### src/rtl/sa_tile_ctrl.sv
// sa_tile_ctrl: tile-pass sequencer for a ROWS x COLS systolic array (operand reads, skewed row strobes, drain, handshake).
// Define SA_TILE_CTRL_PERF_EN to add the perf_cycles busy-cycle counter port.
module sa_tile_ctrl #(
  parameter int ROWS = 4,
  parameter int COLS = 4,
  parameter int K_W = 8,
  parameter int ADDR_W = 10
) (
  input  logic              clk,
  input  logic              rst_n,
  input  logic              start,
  output logic              ready,
  input  logic [K_W-1:0]    k_len,
  input  logic [ADDR_W-1:0] a_base,
  input  logic [ADDR_W-1:0] w_base,
  input  logic              stall,
  input  logic              abort,
  output logic              a_rd_en,
  output logic [ADDR_W-1:0] a_rd_addr,
  output logic              w_rd_en,
  output logic [ADDR_W-1:0] w_rd_addr,
  output logic              acc_clr,
  output logic [ROWS-1:0]   row_vld,
  output logic              busy,
  output logic              out_valid,
  input  logic              out_ready,
  output logic              done
`ifdef SA_TILE_CTRL_PERF_EN
  , output logic [31:0]     perf_cycles
`endif
);
  localparam logic [1:0] IDLE = 2'd0, FEED = 2'd1, DRAIN = 2'd2, OUT = 2'd3;
  localparam int DN = ROWS + COLS - 1;
  localparam int DW = $clog2(DN + 1);
  logic [1:0]        state;
  logic [K_W-1:0]    k_q, k_cnt;
  logic [ADDR_W-1:0] a_q, w_q;
  logic [DW-1:0]     d_cnt;
  logic [ROWS-1:0]   sr;
  logic              first_q, hold, rd;
  assign hold      = stall & (state == FEED | state == DRAIN);
  assign rd        = state == FEED & ~stall;
  assign ready     = state == IDLE;
  assign busy      = ~ready;
  assign a_rd_en   = rd;
  assign w_rd_en   = rd;
  assign a_rd_addr = rd ? a_q + ADDR_W'(k_cnt) : '0;
  assign w_rd_addr = rd ? w_q + ADDR_W'(k_cnt) : '0;
  // a stalled cycle freezes the skew line, so nothing may accumulate in it
  assign row_vld   = hold ? '0 : sr;
  assign acc_clr   = first_q & sr[0] & ~hold;
  assign out_valid = state == OUT;
  assign done      = out_valid & out_ready & ~abort;
  always_ff @(posedge clk or negedge rst_n) begin
    if (!rst_n) begin
      state   <= IDLE;
      k_q     <= '0;
      k_cnt   <= '0;
      a_q     <= '0;
      w_q     <= '0;
      d_cnt   <= '0;
      sr      <= '0;
      first_q <= 1'b0;
    end else if (abort && state != IDLE) begin
      state   <= IDLE;
      k_cnt   <= '0;
      d_cnt   <= '0;
      sr      <= '0;
      first_q <= 1'b0;
    end else begin
      if (!hold) sr <= {sr[ROWS-2:0], rd};
      if (acc_clr) first_q <= 1'b0;
      case (state)
        IDLE: if (start) begin
          k_q     <= k_len;
          a_q     <= a_base;
          w_q     <= w_base;
          k_cnt   <= '0;
          d_cnt   <= '0;
          first_q <= k_len != '0;
          state   <= k_len == '0 ? OUT : FEED;
        end
        FEED: if (!stall) begin
          k_cnt <= k_cnt == k_q - K_W'(1) ? '0 : k_cnt + K_W'(1);
          state <= k_cnt == k_q - K_W'(1) ? DRAIN : FEED;
        end
        DRAIN: if (!stall) begin
          d_cnt <= d_cnt == DW'(DN - 1) ? '0 : d_cnt + DW'(1);
          state <= d_cnt == DW'(DN - 1) ? OUT : DRAIN;
        end
        OUT: if (out_ready) state <= IDLE;
      endcase
    end
  end
`ifdef SA_TILE_CTRL_PERF_EN
  always_ff @(posedge clk or negedge rst_n) begin
    if (!rst_n) perf_cycles <= '0;
    else if (ready && start) perf_cycles <= '0;
    else if (busy) perf_cycles <= perf_cycles + 32'd1;
  end
`endif
endmodule

### config.mk
export PLATFORM = sky130hd
export DESIGN_NAME = sa_tile_ctrl
export DESIGN_NICKNAME = d
export VERILOG_FILES = /design/src/rtl/sa_tile_ctrl.sv
export SDC_FILE = /design/constraint.sdc
export NUM_CORES = 1
export LEC_CHECK = 0
export CORE_MARGIN = 4
export CORE_UTILIZATION = 40
export DETAILED_ROUTE_END_ITERATION = 8
export HOLD_SLACK_MARGIN = 0.15
export PLACE_DENSITY = 0.65
export SLEW_MARGIN = 20
export SYNTH_ARGS = -nofsm -noshare
export SYNTH_HDL_FRONTEND = slang
export SYNTH_SLANG_ARGS = --single-unit
### constraint.sdc
create_clock -name clk -period 4.3 [get_ports clk]
set_clock_uncertainty 0.2 [all_clocks]
set_input_delay 0.43 -clock clk [delete_from_list [all_inputs] [get_ports clk]]
set_output_delay 0.43 -clock clk [all_outputs]
set_load 0.01 [all_outputs]
## After elaboration in Yosys (flattened, before gate mapping)

Index checks and enable logic that the tools add are counted.

- Word-level logic and storage cells: 74
- Bits in registers: 46
- Input bits: 34

- Equality and inequality tests: 10
- Mux-type cells: 28
- $add $sub $neg: 5
- Reduce and logical (&&, ||, !) cells: 11
- Bitwise operators: 12

Operator list:

| operator | count |
|---|---|
| two-way mux 8 bit | 4 |
| adder 10 x 8 -> 10 bit | 2 |
| two-way mux 10 bit | 2 |
| one-hot mux 8 bit (2 select lines) | 1 |
| two-way mux 2 bit | 7 |
| two-way mux 3 bit | 4 |
| two-way mux 4 bit | 3 |
| inequality test 3 x 2 -> 1 bit (second input constant) | 3 |
| AND reduction 3 bit | 3 |
| adder 8 x 1 -> 8 bit (second input constant) | 1 |
| == test 8 bit | 1 |
| logical NOT 8 bit | 1 |
| one-hot mux 2 bit (4 select lines) | 1 |
| nonzero test 8 bit | 1 |
| subtractor 8 x 1 -> 8 bit (second input constant) | 1 |
| bitwise AND 1 bit | 6 |
| one-hot mux 3 bit (2 select lines) | 1 |
| nonzero test 3 bit | 2 |
| two-way mux 1 bit | 5 |
| NOT 1 bit | 5 |
| == test 2 bit (second input constant) | 2 |
| AND reduction 4 bit | 1 |
| adder 3 x 1 -> 3 bit (second input constant) | 1 |
| == test 3 bit (second input constant) | 1 |
| other kinds (7) | 7 |

## Depth between registers and ports, before layout

Gate-level depths: netlist of the first run.

- Depth in word-level cells: 9
- Depth in mapped cells: 10
- Depth with buffers taken out: 8

## Worst setup path before layout of the first run

OpenSTA, ideal clock, no wires.

- Path kind: register -> output
- From: reg k_cnt[0]
- To: out a_rd_addr[8]
- Data required time: 3,670 ps
- Path slack: 1,434 ps
- Arrival time: 2,236 ps
- Cell stages (with the launch flop): 9
- Path buffers: 0
- Cell sequence: dfrtp_1 > ha_1 > fa_1 > a21o_1 > a21oi_1 > o21bai_1 > a2111oi_0 > o211ai_1 > nand2_1

- Cells in the longest elaborated chain, start to end: 2

Ends and longest elaborated chain:

| item | RTL line | text |
|---|---|---|
| start, declared | 36 | `logic [K_W-1:0] k_q, k_cnt;` |
| start signal, assigned | 84 | `k_cnt <= k_cnt == k_q - K_W'(1) ? '0 : k_cnt + K_W'(1);` |
| adder 10 x 8 -> 10 bit | 47 | `assign a_rd_addr = rd ? a_q + ADDR_W'(k_cnt) : '0;` |
| two-way mux 10 bit | 47 |  |
| end, declared | 19 | `output logic [ADDR_W-1:0] a_rd_addr,` |

No other way between the ends.

## Worst setup path in the final report of the first run

Ends and elaborated chain as after synthesis.

==> results of run 1 <==
[routing by layer]
layer	up-vias	global-route usage, %	share of wire [%]
li1	1353	-	-
met1	1253	20.5	48
met2	60	26.0	46
met3	11	3.29	4.0
met4	0	5.64	2.1
met5	-	0	0
[kinds of logic (layout without fill, tap and decap cells)]
logic type / Yosys count / after routing / share of synthesized area, %
xor+xnor: 15 / 15 / 4.07
flops: 46 / 46 / 35.7
simple gates: 118 / 118 / 19.3
buf+inv: 31 / 92 / 3.72
compound gates: 73 / 73 / 15.8
mux: 34 / 34 / 11.6
fa+ha+maj: 24 / 24 / 9.77
[what timing repair did]
action                                  CTS  global route
endpoints found under the setup margin    0             0
buffers inserted                          0             0
hold endpoints to repair                 26             0
hold buffers                              1             0
[worst paths after layout]
check                                      from              endpoint  slack [ns]  cells after the start
setup / recovery           k_cnt[0]$_DFFE_PN0P_          a_rd_addr[8]        0.34                      9
hold / removal               a_q[0]$_DFFE_PN0P_    a_q[0]$_DFFE_PN0P_        0.31                      1
setup reg to reg           state[1]$_DFFE_PN0P_  k_cnt[6]$_DFFE_PN0P_        1.50                      6
hold reg to reg              a_q[0]$_DFFE_PN0P_    a_q[0]$_DFFE_PN0P_        0.31                      1
max in group asynchronous                 rst_n  k_cnt[4]$_DFFE_PN0P_        3.02                      2
min in group asynchronous                 rst_n    w_q[8]$_DFFE_PN0P_        0.47                      2
[stage by stage]
stage	setup WS [ns]	instances	hold slack [ns]	area (sq um)
after floorplan	1.43	341	-0.0656	3230
after global placement	0.769	495	0.280	3940
after detailed placement	0.690	495	0.289	3940
after CTS	0.339	504	0.312	4050
after global routing	0.105	504	0.324	4050
final	0.337	504	0.307	4050
[flip-flops by register name, summed over array words and instances, names as in the netlist]
register and cells:
a_q 10, w_q 10, k_cnt 8, k_q 8, sr 4, d_cnt 3, state 2, first_q 1
[cell usage after synthesis (all sizes together) (4+ instances only)]
master,count
dfrtp,46
clkbuf,11
ha,22
nor2b,6
xor2,4
and2,6
nor2,21
mux2,28
nand3,16
mux2i,6
nand4,4
inv,18
xnor2,11
o21ai,13
nand2b,4
a41oi,5
o211ai,4
or2,7
a21o,4
a21oi,21
or4,4
nand2,34
[report_power, final]
| part | internal (mW) | leakage, nW | total [mW] | switching (mW) |
|---|---|---|---|---|
| combinational | 0.553 | 1.09 | 1.13 | 0.575 |
| clock | 0.116 | 0.0408 | 0.281 | 0.164 |
| sequential | 0.603 | 0.574 | 0.765 | 0.162 |
| total | 1.27 | 1.70 | 2.17 | 0.901 |
[critical path, cell delays in order, from the launching register on]
cell             delay, ns
dfrtp_1               0.49
ha_1                  0.28
fa_1                  0.42
a21o_1                0.18
a21oi_1               0.21
o21bai_1              0.12
a2111oi_0             0.54
o211ai_1              0.17
nand2_1               0.09
clkdlybuf4s50_1       0.53
[area by class of cell]
type	instances	area [sq um]
Tap cell	102	128
Clock inverter	3	23.8
Multi-Input combinational cell	264	1950
Timing Repair Buffer	66	656
Fill cell	697	3720
Sequential cell	46	1150
Clock buffer	5	68.8
Inverter	18	67.6
==> flow_metrics.py, run 1 <==
metrics = {
    "status": {
        "status": "finished clean",
    },
    "setup_path": {
        "start_kind": "flip-flop",
        "end_kind": "output pin",
        "crit_fanout": 8,
        "arrival_ns": 3.33,
        "required_ns": 3.67,
        "path_class": "flip-flop to output pin",
    },
    "cells_and_area": {
        "n_antenna_cell": 0,
        "final_core_util_pct": 52.1,
        "final_common_cell": "clkdlybuf4s50_1",
        "final_cell_mix": "clkdlybuf4s50_1, dfrtp_1, nand2_1, mux2_1, ha_1",
        "area.growth.synth_to_final_pct": 25.5,
        "drive_above_1_share_pct": 6.72,
        "fin_nets": 459,
    },
    "floorplanning": {
        "start_util_pct": 41.5,
        "rows": 32,
        "dieArea_sq_um": 9560,
        "ios": 65,
        "core-area_sq_um": 7770,
        "die_w_microns": 97.8,
        "die_y_microns": 97.8,
    },
    "power_and_ir_drop": {
        "peakVddDrop_v": 0.000281,
        "powerDensity_nw_per_um2": 537,
        "power.leakage_nw": 1.70,
        "total_power_mw": 2.17,
    },
    "logic_synthesis": {
        "ys_ff_latch": 46,
        "synthTopCellsByArea": "dfrtp_1, mux2_1, ha_1",
        "async_reset_ff_share_pct": 100,
        "synth-warning-count": 0,
        "syn_nets": 399,
        "synth_cells": 341,
        "synth_edf_count": 0,
        "ys_types": 57,
        "synth.largest_area_cell": "dfrtp_1",
        "netlist_area_sq_um": 3230,
        "yosysSeqAreaShare_pct": 35.7,
        "synthFlopType": "dfrtp_1",
        "syn_avg_cell_area_sq_um": 9.46,
        "synth_top_cell_area_share_pct": 35.7,
    },
    "detailed_routing": {
        "vias": 2677,
        "drc": 0,
        "wl_per_cell_microns": 14.8,
        "drtIter0Drc": 89,
        "routed_wl_microns": 7450,
        "antenna_left": 0,
        "firstDrtPassIters": 4,
        "vias_per_cell": 5.31,
    },
    "sta": {
        "finalHoldViolations": 0,
        "fmax_mhz": 252,
        "post-route-period-util_pct": 92.2,
        "final_max_slew_viol_count": 0,
        "grt_setup_unrepaired": "false",
        "worst_pin_slew_ns": 0.704,
        "slew_headroom_pct": 53.1,
        "setup_violations": 0,
        "min_period_ns": 3.96,
        "fin_tns_setup_ns": 0,
    },
    "global_routing": {
        "grt_pass1_vias": 2660,
        "track_usage_pct": 15.8,
        "grt_max_degree": 47,
        "overflow": 0,
        "antenna_found_initial": 0,
        "grt_pass1_wl_microns": 12500,
    },
    "cts": {
        "cts.clk_slew.worst_paths_ns": 0.09,
        "cts.htree.levels": 2,
        "cts-buffers-inserted": 5,
        "cts_max_path_buffers": 2,
        "cts.sink_count": 46,
        "clk_latency_ns": 0.31,
        "root_buffer": "clkbuf_8",
        "cts_tree": "yes",
        "cts_resized": 0,
    },
    "run": {
        "maxCapViolations": 0,
    },
    "min_path": {
        "min_path_type": "flip-flop to flip-flop",
    },
    "place": {
        "gp_congestion": 0.824,
        "hpwl_microns": 5550,
        "io_buffers": 64,
    },
}
Power figures use the tool's default switching activity.
==> inputs of run 2 (changes only) <==
--- a/config.mk
+++ b/config.mk
@@ -5,11 +5,11 @@
 export SDC_FILE = /design/constraint.sdc
 export NUM_CORES = 1
 export LEC_CHECK = 0
-export CORE_MARGIN = 4
-export CORE_UTILIZATION = 40
+export CORE_ASPECT_RATIO = 1.75
+export CORE_UTILIZATION = 45
 export DETAILED_ROUTE_END_ITERATION = 8
 export HOLD_SLACK_MARGIN = 0.15
-export PLACE_DENSITY = 0.65
+export PLACE_DENSITY = 0.71
 export SLEW_MARGIN = 20
 export SYNTH_ARGS = -nofsm -noshare
 export SYNTH_HDL_FRONTEND = slang
==> run 2 against run 1 <==
Utilization rose by 7.0 points. Die area fell by 21%. Combinational power barely moved. Hold slack got worse by 0.011 ns. Clock power rose by 38%. Maximum frequency fell by 0.38%. Highest routed layer unchanged. Final cell count fell by 3.6%. Non-clock buffer count did not move. Cell area rose by 0.80%. Routed wire length fell by 0.66%. Setup slack got worse by 0.015 ns.
==> flow_metrics.py, run 2 (synthesis gave the netlist of run 1 again) <==
metrics = {
    "cts": {
        "cts_hold_buf": 0,
        "cts_resized": 0,
        "cts.clk_slew.worst_paths_ns": 0.06,
        "clk_latency_ns": 0.29,
        "cts-buffers-inserted": 5,
        "cts.sink_count": 46,
        "root_buffer": "clkbuf_16",
        "post-cts-setup-buffers": 0,
        "cts.htree.levels": 2,
        "cts_max_path_buffers": 2,
        "cts_tree": "yes",
    },
    "cells_and_area": {
        "final_common_cell": "clkdlybuf4s50_1",
        "final_cell_mix": "clkdlybuf4s50_1, dfrtp_1, nand2_1, mux2_1, ha_1",
        "final_area_sq_um": 4080,
        "top_regs": "a_q: 10 flops, w_q: 10 flops",
        "final_core_util_pct": 59.1,
        "fill_cells": 607,
        "n_antenna_cell": 0,
        "fin_nets": 459,
        "drive_above_1_share_pct": 6.47,
        "stdcell_count": 486,
        "area.growth.synth_to_final_pct": 26.5,
    },
    "detailed_routing": {
        "vias": 2756,
        "firstDrtPassIters": 4,
        "drtIter0Drc": 170,
        "antenna_left": 0,
        "vias_per_cell": 5.67,
        "drc": 0,
        "wl_per_cell_microns": 15.2,
        "routed_wl_microns": 7410,
    },
    "power_and_ir_drop": {
        "powerDensity_nw_per_um2": 560,
        "peakVddDrop_v": 0.000380,
        "power.leakage_nw": 1.74,
        "total_power_mw": 2.29,
    },
    "place": {
        "hpwl_microns": 5450,
        "gp_congestion": 0.897,
        "dp.cells": 477,
        "place_ws_ns": 0.668,
        "place_area_sq_um": 3920,
        "io_buffers": 64,
    },
    "sta": {
        "finalHoldViolations": 0,
        "fin_tns_setup_ns": 0,
        "whs_ns": 0.296,
        "setup_violations": 0,
        "final_max_slew_viol_count": 0,
        "fin_ws_ns": 0.322,
        "post-route-period-util_pct": 92.5,
        "fmax_mhz": 251,
        "grt_setup_unrepaired": "false",
        "slew_headroom_pct": 53.5,
        "worst_pin_slew_ns": 0.697,
        "min_period_ns": 3.98,
    },
    "floorplanning": {
        "core-area_sq_um": 6910,
        "rows": 40,
        "ios": 65,
        "start_util_pct": 46.7,
        "dieArea_sq_um": 7520,
        "die_w_microns": 66,
        "die_y_microns": 114,
    },
    "global_routing": {
        "grt_pass1_vias": 2721,
        "grt_pass1_wl_microns": 12300,
        "overflow": 0,
        "antenna_found_initial": 0,
        "grt_max_degree": 47,
        "track_usage_pct": 21.4,
    },
    "setup_path": {
        "arrival_ns": 3.35,
        "crit_fanout": 8,
        "path_class": "flip-flop to output pin",
        "end_kind": "output pin",
        "cpLargestDelayFamily": "compound AO/OA/AOI/OAI gates",
        "cp_cell_sequence": "ha_1 -> fa_1 -> a21o_1 -> a21oi_1 -> o21bai_1 -> a2111oi_0 -> o211ai_1 -> nand2_1 -> clkdlybuf4s50_1",
        "max_stage_delay_ns": 0.53,
        "cpMaxStageDelayCell": "a2111oi_0",
        "path_buf_inv": 1,
        "start_kind": "flip-flop",
        "required_ns": 3.67,
    },
    "status": {
        "status": "finished clean",
    },
    "min_path": {
        "min_path_type": "flip-flop to flip-flop",
    },
    "run": {
        "maxCapViolations": 0,
    },
}
-- run 2: report_power, final --
part           switching, mW  total, mW  internal [mW]
logic                  0.582       1.14          0.554
clock network          0.157      0.388          0.230
registers              0.159      0.764          0.605
total                  0.898       2.29           1.39
-- run 2: layer usage --
metal	part of all wire (%)	up-vias	global-route usage (%)
met5	0	-	0
met4	3.8	0	11.6
met3	3.1	20	3.20
met2	53	70	38.1
met1	40	1314	23.5
li1	-	1352	-
-- run 2: worst register-to-register path: cells and delay by family (launching register included) --
kind	cells	cell delay (ns)
flops	1	0.42
buf+inv	1	0.09
fa+ha+maj	1	0.45
compound gates	2	0.74
simple gates	2	0.72
-- run 2: cell type report --
cell class	instances	area [sq um]	area share, %
Sequential cell	46	1150	28.2
Clock inverter	1	5.00	0.123
Tap cell	84	105	2.58
Timing Repair Buffer	66	656	16.1
Inverter	18	67.6	1.66
Multi-Input combinational cell	264	1950	47.9
Clock buffer	7	143	3.49
-- run 2: path summary, 6_finish.rpt --
path                                             end  slack, ns                  from  cells past startpoint
worst max-delay path                    w_rd_addr[8]       0.32  k_cnt[0]$_DFFE_PN0P_                      9
worst min-delay path              a_q[3]$_DFFE_PN0P_       0.30    a_q[3]$_DFFE_PN0P_                      1
worst max register to register  k_cnt[6]$_DFFE_PN0P_       1.59  state[1]$_DFFE_PN0P_                      6
worst min register to register    a_q[3]$_DFFE_PN0P_       0.30    a_q[3]$_DFFE_PN0P_                      1
max in group asynchronous       d_cnt[1]$_DFFE_PN0P_       2.99                 rst_n                      2
min in group asynchronous         a_q[6]$_DFFE_PN0P_       0.49                 rst_n                      2
